===== src/rtl/rst_seq_pkg.sv =====
// Shared types and default constants for the reset sequencer.
`timescale 1ns/1ps
package rst_seq_pkg;

  localparam int DEF_NUM_STAGES   = 3;
  localparam int DEF_PLL_RST_CYC  = 8;
  localparam int DEF_STAGE_DLY    = 16;
  localparam int DEF_LOCK_TIMEOUT = 1024;

  typedef enum logic [1:0] {
    S_PLL_RST   = 2'd0,
    S_WAIT_LOCK = 2'd1,
    S_RELEASE   = 2'd2,
    S_RUN       = 2'd3
  } state_t;

  function automatic int max3(input int a, input int b, input int c);
    int m;
    m = (a > b) ? a : b;
    return (m > c) ? m : c;
  endfunction

endpackage


===== src/rtl/rst_seq_sync2.sv =====
// Two-flop synchroniser bringing the asynchronous PLL lock into the clock domain.
`timescale 1ns/1ps
module rst_seq_sync2 (
  input  logic clk,
  input  logic rst,
  input  logic d,
  output logic q
);

  logic meta;

  always_ff @(posedge clk or posedge rst) begin
    if (rst) begin
      meta <= 1'b0;
      q    <= 1'b0;
    end else begin
      meta <= d;
      q    <= meta;
    end
  end

endmodule


===== src/rtl/reset_sequencer.sv =====
// Power-up reset sequencer: PLL reset, lock wait, staged reset release.
// Optional lock watchdog with retry is compiled in by defining RST_SEQ_LOCK_WDT_EN.
`timescale 1ns/1ps
module reset_sequencer
  import rst_seq_pkg::*;
#(
  parameter int NUM_STAGES   = DEF_NUM_STAGES,
  parameter int PLL_RST_CYC  = DEF_PLL_RST_CYC,
  parameter int STAGE_DLY    = DEF_STAGE_DLY,
  parameter int LOCK_TIMEOUT = DEF_LOCK_TIMEOUT
) (
  input  logic                  i_clk,
  input  logic                  i_res,
  input  logic                  i_pll_lock,
  input  logic                  i_soft_rst_req,
  output logic                  o_pll_rst,
  output logic [NUM_STAGES-1:0] o_res_n,
  output logic                  o_ready,
  output logic                  o_lock_err
);

  localparam int REL_CYC = NUM_STAGES * STAGE_DLY;
  localparam int CNT_MAX = max3(PLL_RST_CYC, REL_CYC, LOCK_TIMEOUT);
  localparam int CNT_W   = (CNT_MAX > 1) ? $clog2(CNT_MAX) : 1;

  // Terminal counts compare against the value before the increment,
  // so the counter never needs to hold the terminal value itself.
  localparam logic [CNT_W-1:0] PLL_LAST = CNT_W'(PLL_RST_CYC - 1);
  localparam logic [CNT_W-1:0] REL_LAST = CNT_W'(REL_CYC - 1);

  state_t                state;
  state_t                state_next;
  logic [CNT_W-1:0]      cnt;
  logic [CNT_W-1:0]      cnt_next;
  logic                  lock_s;
  logic                  pll_rst_next;
  logic [NUM_STAGES-1:0] res_n_next;
  logic                  ready_next;

  rst_seq_sync2 u_lock_sync (
    .clk (i_clk),
    .rst (i_res),
    .d   (i_pll_lock),
    .q   (lock_s)
  );

  always_ff @(posedge i_clk or posedge i_res) begin
    if (i_res) begin
      state     <= S_PLL_RST;
      cnt       <= '0;
      o_pll_rst <= 1'b1;
      o_res_n   <= '0;
      o_ready   <= 1'b0;
    end else begin
      state     <= state_next;
      cnt       <= cnt_next;
      o_pll_rst <= pll_rst_next;
      o_res_n   <= res_n_next;
      o_ready   <= ready_next;
    end
  end

  always_comb begin
    state_next = state;
    cnt_next   = cnt;
    unique case (state)
      S_PLL_RST: begin
        if (cnt == PLL_LAST) begin
          state_next = S_WAIT_LOCK;
          cnt_next   = '0;
        end else begin
          cnt_next = cnt + 1'b1;
        end
      end
      S_WAIT_LOCK: begin
        if (lock_s) begin
          state_next = S_RELEASE;
          cnt_next   = '0;
        end
`ifdef RST_SEQ_LOCK_WDT_EN
        else if (cnt == CNT_W'(LOCK_TIMEOUT - 1)) begin
          state_next = S_PLL_RST;
          cnt_next   = '0;
        end else begin
          cnt_next = cnt + 1'b1;
        end
`endif
      end
      S_RELEASE: begin
        // Lock loss outranks a soft request arriving in the same cycle.
        if (!lock_s) begin
          state_next = S_WAIT_LOCK;
          cnt_next   = '0;
        end else if (i_soft_rst_req) begin
          state_next = S_RELEASE;
          cnt_next   = '0;
        end else if (cnt == REL_LAST) begin
          state_next = S_RUN;
          cnt_next   = '0;
        end else begin
          cnt_next = cnt + 1'b1;
        end
      end
      S_RUN: begin
        if (!lock_s) begin
          state_next = S_WAIT_LOCK;
          cnt_next   = '0;
        end else if (i_soft_rst_req) begin
          state_next = S_RELEASE;
          cnt_next   = '0;
        end
      end
      default: begin
        state_next = S_PLL_RST;
        cnt_next   = '0;
      end
    endcase
  end

  always_comb begin
    pll_rst_next = (state_next == S_PLL_RST);
    res_n_next   = o_res_n;
    ready_next   = o_ready;
    unique case (state)
      S_RELEASE, S_RUN: begin
        if (!lock_s || i_soft_rst_req) begin
          res_n_next = '0;
          ready_next = 1'b0;
        end else if (state == S_RELEASE) begin
          for (int k = 0; k < NUM_STAGES; k++) begin
            if (cnt == CNT_W'((k + 1) * STAGE_DLY - 1)) res_n_next[k] = 1'b1;
          end
          if (cnt == REL_LAST) ready_next = 1'b1;
        end
      end
      default: begin
        res_n_next = '0;
        ready_next = 1'b0;
      end
    endcase
  end

`ifdef RST_SEQ_LOCK_WDT_EN
  logic lock_err_next;

  assign lock_err_next = (state == S_WAIT_LOCK) && (state_next == S_PLL_RST);

  always_ff @(posedge i_clk or posedge i_res) begin
    if (i_res) o_lock_err <= 1'b0;
    else       o_lock_err <= lock_err_next;
  end
`else
  assign o_lock_err = 1'b0;
`endif

endmodule


===== config.mk =====
export PLATFORM = sky130hd
export DESIGN_NAME = reset_sequencer
export DESIGN_NICKNAME = d
export VERILOG_FILES = /design/src/rtl/rst_seq_pkg.sv /design/src/rtl/rst_seq_sync2.sv /design/src/rtl/reset_sequencer.sv
export SDC_FILE = /design/constraint.sdc
export NUM_CORES = 1
export LEC_CHECK = 0
export CAP_MARGIN = 25
export CORE_ASPECT_RATIO = 1.1
export CORE_MARGIN = 3
export CORE_UTILIZATION = 60
export CTS_BUF_LIST = sky130_fd_sc_hd__clkbuf_8
export CTS_CLUSTER_DIAMETER = 80
export DETAILED_ROUTE_END_ITERATION = 10
export PLACE_DENSITY = 0.84
export REMOVE_ABC_BUFFERS = 1
export SETUP_SLACK_MARGIN = 0.3
export SYNTH_ARGS = -nofsm -noshare
export SYNTH_HDL_FRONTEND = slang
export SYNTH_SLANG_ARGS = --single-unit

===== constraint.sdc =====
create_clock -name i_clk -period 4.85 [get_ports i_clk]
set_input_delay 0.97 -clock i_clk [delete_from_list [all_inputs] [get_ports i_clk]]
set_output_delay 0.97 -clock i_clk [all_outputs]
set_load 0.005 [all_outputs]

-- Word-level counts from Yosys, hierarchy flattened
Index checks and enable logic that the tools add are counted.
- add/sub/neg operators: 1
- equal/unequal tests: 13
- muxes and demuxes: 25
- reductions and logical operators: 9
- operators with widths (kind ; count):
    10-bit two-way mux ; 7
    10-bit one-hot mux with 4 select lines ; 1
    3-bit != test (second input constant) ; 5
    2-bit two-way mux ; 7
    10-bit by 1-bit adder with 10-bit output (second input constant) ; 1
    10-bit by 3-bit equality test with 1-bit output (second input constant) ; 1
    10-bit by 4-bit equality test with 1-bit output (second input constant) ; 1
    10-bit by 5-bit equality test with 1-bit output (second input constant) ; 1
    10-bit by 6-bit equality test with 1-bit output (second input constant) ; 1
    3-bit two-way mux ; 3
    2-bit one-hot mux with 4 select lines ; 1
    2-bit AND reduction ; 4
    1-bit two-way mux ; 6
    2-bit equality test (second input constant) ; 2
    2-bit logical NOT ; 2
    2-bit by 1-bit equality test with 1-bit output (second input constant) ; 1
    2-bit by 1-bit != test with 1-bit output (second input constant) ; 1
    2-bit OR reduction ; 1
    1-bit logical NOT ; 1
    1-bit logical OR ; 1
- register bits after elaboration: 19
- input bits: 4
- output and inout bits: 6
- logic and storage cells: 57

-- Longest topological paths before layout
- word-level depth: 6
- depth in mapped cells: 6
- mapped depth without buffers: 5

-- By module
From an unflattened synthesis, not the netlist that was laid out.
- cell total of the unflattened synthesis: 94
- area, all modules: 893.4 um^2
- modules (own cells, without submodules) (module ; times used ; cells an instance ; area an instance (um^2) ; sequential area each (um^2)):
    reset_sequencer ; 1 ; 91 ; 839.6 ; 401.6
    rst_seq_sync2 ; 1 ; 3 ; 53.8 ; 50.0

-- Worst setup path before layout
No wires, ideal clock.
- path kind: in2reg
- from: input i_soft_rst_req
- to: register cnt[2]
- setup time: 0.087 ns
- arrival: 1.767 ns
- data required time: 4.763 ns
- setup slack: 2.996 ns
- stages on the path: 5
- buffers on the path: 1
- path through: and3b_1 o311a_1 buf_6 o21ai_0 a22oi_1
- cells in the longest elaborated chain, start to end: 3
- elaborated cells between the ends (all ways): 5
- those cells by class: 1 x eq/ne; 3 x mux; 1 x reduce/logical
- RTL lines (what ; RTL line ; source):
    start: declaration ; reset_sequencer.sv:15 ; input logic i_soft_rst_req,
    10-bit two-way mux ; reset_sequencer.sv:94 ; end else if (i_soft_rst_req) begin
    10-bit two-way mux ; reset_sequencer.sv:91 ; if (!lock_s) begin
    10-bit one-hot mux with 4 select lines ; reset_sequencer.sv:66 ; unique case (state)
    end signal: assignment ; reset_sequencer.sv:56 ; cnt <= cnt_next;
    end: declaration ; reset_sequencer.sv:33 ; logic [CNT_W-1:0] cnt;
Parallel ways exist; a longest one is shown, timed or not.
A chain may end at the register's enable or synchronous reset.

-- Worst setup path after layout
- from: input i_soft_rst_req
- to: register cnt[6]
The elaborated chain is that of the path after synthesis.

==> results.md <==
* Chip Width at about 44 um
* DIE AREA at 2100 um^2
* Fmax at between 0.4 and 0.5 GHz
* Mapped Cells at 103
* I/O pin total at 10
* First-pass GRT wire length at approximately 3300 um
* Switching share of total power at between 30% and 40%
* CTS Hold Buffers Added at 0
* Commonest non-fill, non-tap cell in the layout: dfrtp_1
* WL final at between 1500 and 2000 um
* Htree depth at 1
* CP Cell Sequence: clkdlybuf4s50_1 -> and3b_1 -> o311a_1 -> nor2_1 -> o211ai_1
* Register clock-pin slew on the reported worst setup and hold paths at roughly 0.07 ns
* Setup CP Type: in -> reg
* Final min period at approximately 2.3 ns
* Synth area leader: dfrtp_1
* Layout cell share with drive strength beyond 1 at 8.18%
* Adder-Cell Fraction of Synth Area at approximately 1.3%
* Final setup viols at 0
* Post-synthesis xor/xnor area fraction at 0%
* Skew-Pair Late Insertion Delay at about 0.26 ns
* Tcrit/Tclk final at 48.2%
* Initial antenna violation count at 0
* VDD IR max at between 200 and 250 uV
* Largest cells by area after synthesis: dfrtp_1, nand2_1, o21ai_0
* Worst slew pin tran at roughly 0.64 ns
* FFs w/ async S/R, synth at 100%
* Critical path arrival at about 2.5 ns
* Post-CTS Resized at 0
* DRC viols at 0
* WL/cell at ~15 um
* Max-slew headroom at between 50% and 60%
* Starting Density at 66.3%
* Hpwl dp at between 1000 and 1500 um
* Synth top area share at 44.7%
* Port Buffers at 8
* RSZ-0062 raised after global routing: false
* Largest net degree at the start of global routing at 19
* Core box area at around 1400 um^2
* Leakage at roughly 0.45 nW
* TritonCTS clock tree: yes
* Max-slew violations at 0
* Antenna Violating Nets Remaining at 0
* Vias in the first global route at 748
* RD Place Congestion at 0.776
* Compound-cell area share of the yosys netlist at 24.3%
* Clock skew at 0.00238 ns
* Max FO, Critical Path at 11
* Synthesized area per cell at around 9.2 um^2
* # diodes at 0
* Worst setup SP type: input pin
* Fin Setup TNS at 0 ns
* Area delta synth->final at 12.9%
* Mux cell area share after synthesis at 0%
* Yosys reg bits at 18
* Outcome: finished clean
* Fin. Hold Viols at 0
* Die Y-Extent at approximately 48 um
* Slowest cell delay on critical path at between 0.4 and 0.5 ns
* Yosys cell types at 38
* Nets at 116
* Pre-antenna DRT Iters at 4
* Seq/Total Area, Yosys at between 40% and 50%
* CTS max path bufs at 2
* Max-cap check violation count at 0
* Cts bufs inserted at 3
* Commonest cells after routing, fill and taps aside: dfrtp_1, nand2_1, o21ai_0, nor2_1, clkdlybuf4s50_1
* Vias per inst at about 6.5
* Post-Synth Simple-Gate Area at between 10% and 20%
* Post-Syn Area at about 950 um^2
* Pwr per Cell Area at ~400 nW/um^2
* Rows at 14
* Vias at between 800 and 900
* Net Sw Power at between 100 and 150 uW
* Comb pwr share at between 20 and 25%
* Design Power at ~430 uW
* Min-delay worst type: reg -> reg
* Endpoint class of the critical path: register
* Post-synth EDFFs at 0
* Int Power at around 290 uW
* Gr ovfl total at 0
* CP Data Required Time at roughly 5 ns
* Slowest CP cell: o311a_1
* Root Driver: clkbuf_8
* Clock sinks at 18
* Yosys Warn Count at 0
* Total Routing Usage GR at between 20% and 30%
* Largest family of logic cells by synthesized area: compound AO/OA/AOI/OAI gates
* Commonest register cell after synthesis: dfrtp_1
* Iter 0 DRT Violations at 26
* Post-CTS Setup Bufs at 0
* Sequential power share at 46.6%
* Clock share of power at between 20% and 30%
-- final timing paths --
check | from | end | slack [ns] | cells past startpoint
worst max-delay path | i_soft_rst_req | cnt[6] | 2.51 | 5
worst min-delay path | u_lock_sync.meta | u_lock_sync.q | 0.37 | 0
worst max register to register | cnt[7] | cnt[6] | 2.70 | 4
worst min register to register | u_lock_sync.meta | u_lock_sync.q | 0.37 | 0
max in group asynchronous | i_res | cnt[9] | 3.34 | 2
min in group asynchronous | i_res | o_res_n[1] | 1.10 | 2
-- cells in the mapped netlist, types with 2 or more instances --
cell	number
dfrtp_1	17
nand2_1	14
nor2_1	9
o21ai_0	9
inv_1	6
nor3_1	3
o211ai_1	3
a21oi_1	2
a22oi_1	2
a31oi_1	2
buf_2	2
buf_4	2
nand3_1	2
nand4_1	2
nor4_1	2
o21a_1	2
o21bai_1	2
o22ai_1	2
-- per-layer routing --
layer / global-route usage, % / vias up / wire [um]
met1: 28.2 / 385 / 805
li1: - / 387 / -
met2: 34.0 / 44 / 942
met3: 4.89 / 8 / 140
met5: 0 / - / 0
met4: 18.7 / 0 / 61
-- through the flow --
step / cells / cell area, um^2 / hold slack, ns / util, % / setup WS (ns)
after global routing: 126 / 1070 / 0.389 / 74.8 / 2.42
after floorplan: 97 / 912 / 0.331 / - / 2.63
after detailed placement: 122 / 1020 / 0.368 / 71.0 / 2.26
after global placement: 122 / 1020 / 0.332 / 71.0 / 2.31
after CTS: 126 / 1070 / 0.387 / 74.8 / 2.51
final: 126 / 1070 / 0.373 / 74.8 / 2.51
-- cells by family after synthesis --
group | Yosys count
buf+inv | 12
simple gates | 39
fa+ha+maj | 1
flops | 18
other cells | 1
compound gates | 32
-- layout make-up --
class	instances	area [um^2]
clock buffer	4	55.1
timing repair buffer	9	87.6
inverter	6	22.5
sequential	18	452
fill	93	362
multi-input combinational	73	438
tap	16	20.0
-- sequential cells by signal (all words and copies together), names as in the netlist --
register,cells
u_lock_sync.meta,1
o_ready,1
u_lock_sync.q,1
o_res_n,2
cnt,10
o_pll_rst,1
state,2
-- worst max-delay path: cells and delay by family --
| family | cells | cell delay (ns) |
|---|---|---|
| compound gates | 2 | 0.67 |
| buf+inv | 1 | 0.42 |
| simple gates | 2 | 0.46 |
-- power by group through the flow --
stage,Clock [mW],Sequential [mW],Combinational (mW)
floorplan,0,0.197,0.0681
global placement,0,0.201,0.101
detailed placement,0,0.202,0.104
CTS,0.125,0.200,0.105
global route,0.131,0.205,0.117
finish,0.125,0.201,0.105
Power figures use the tool's default switching activity.
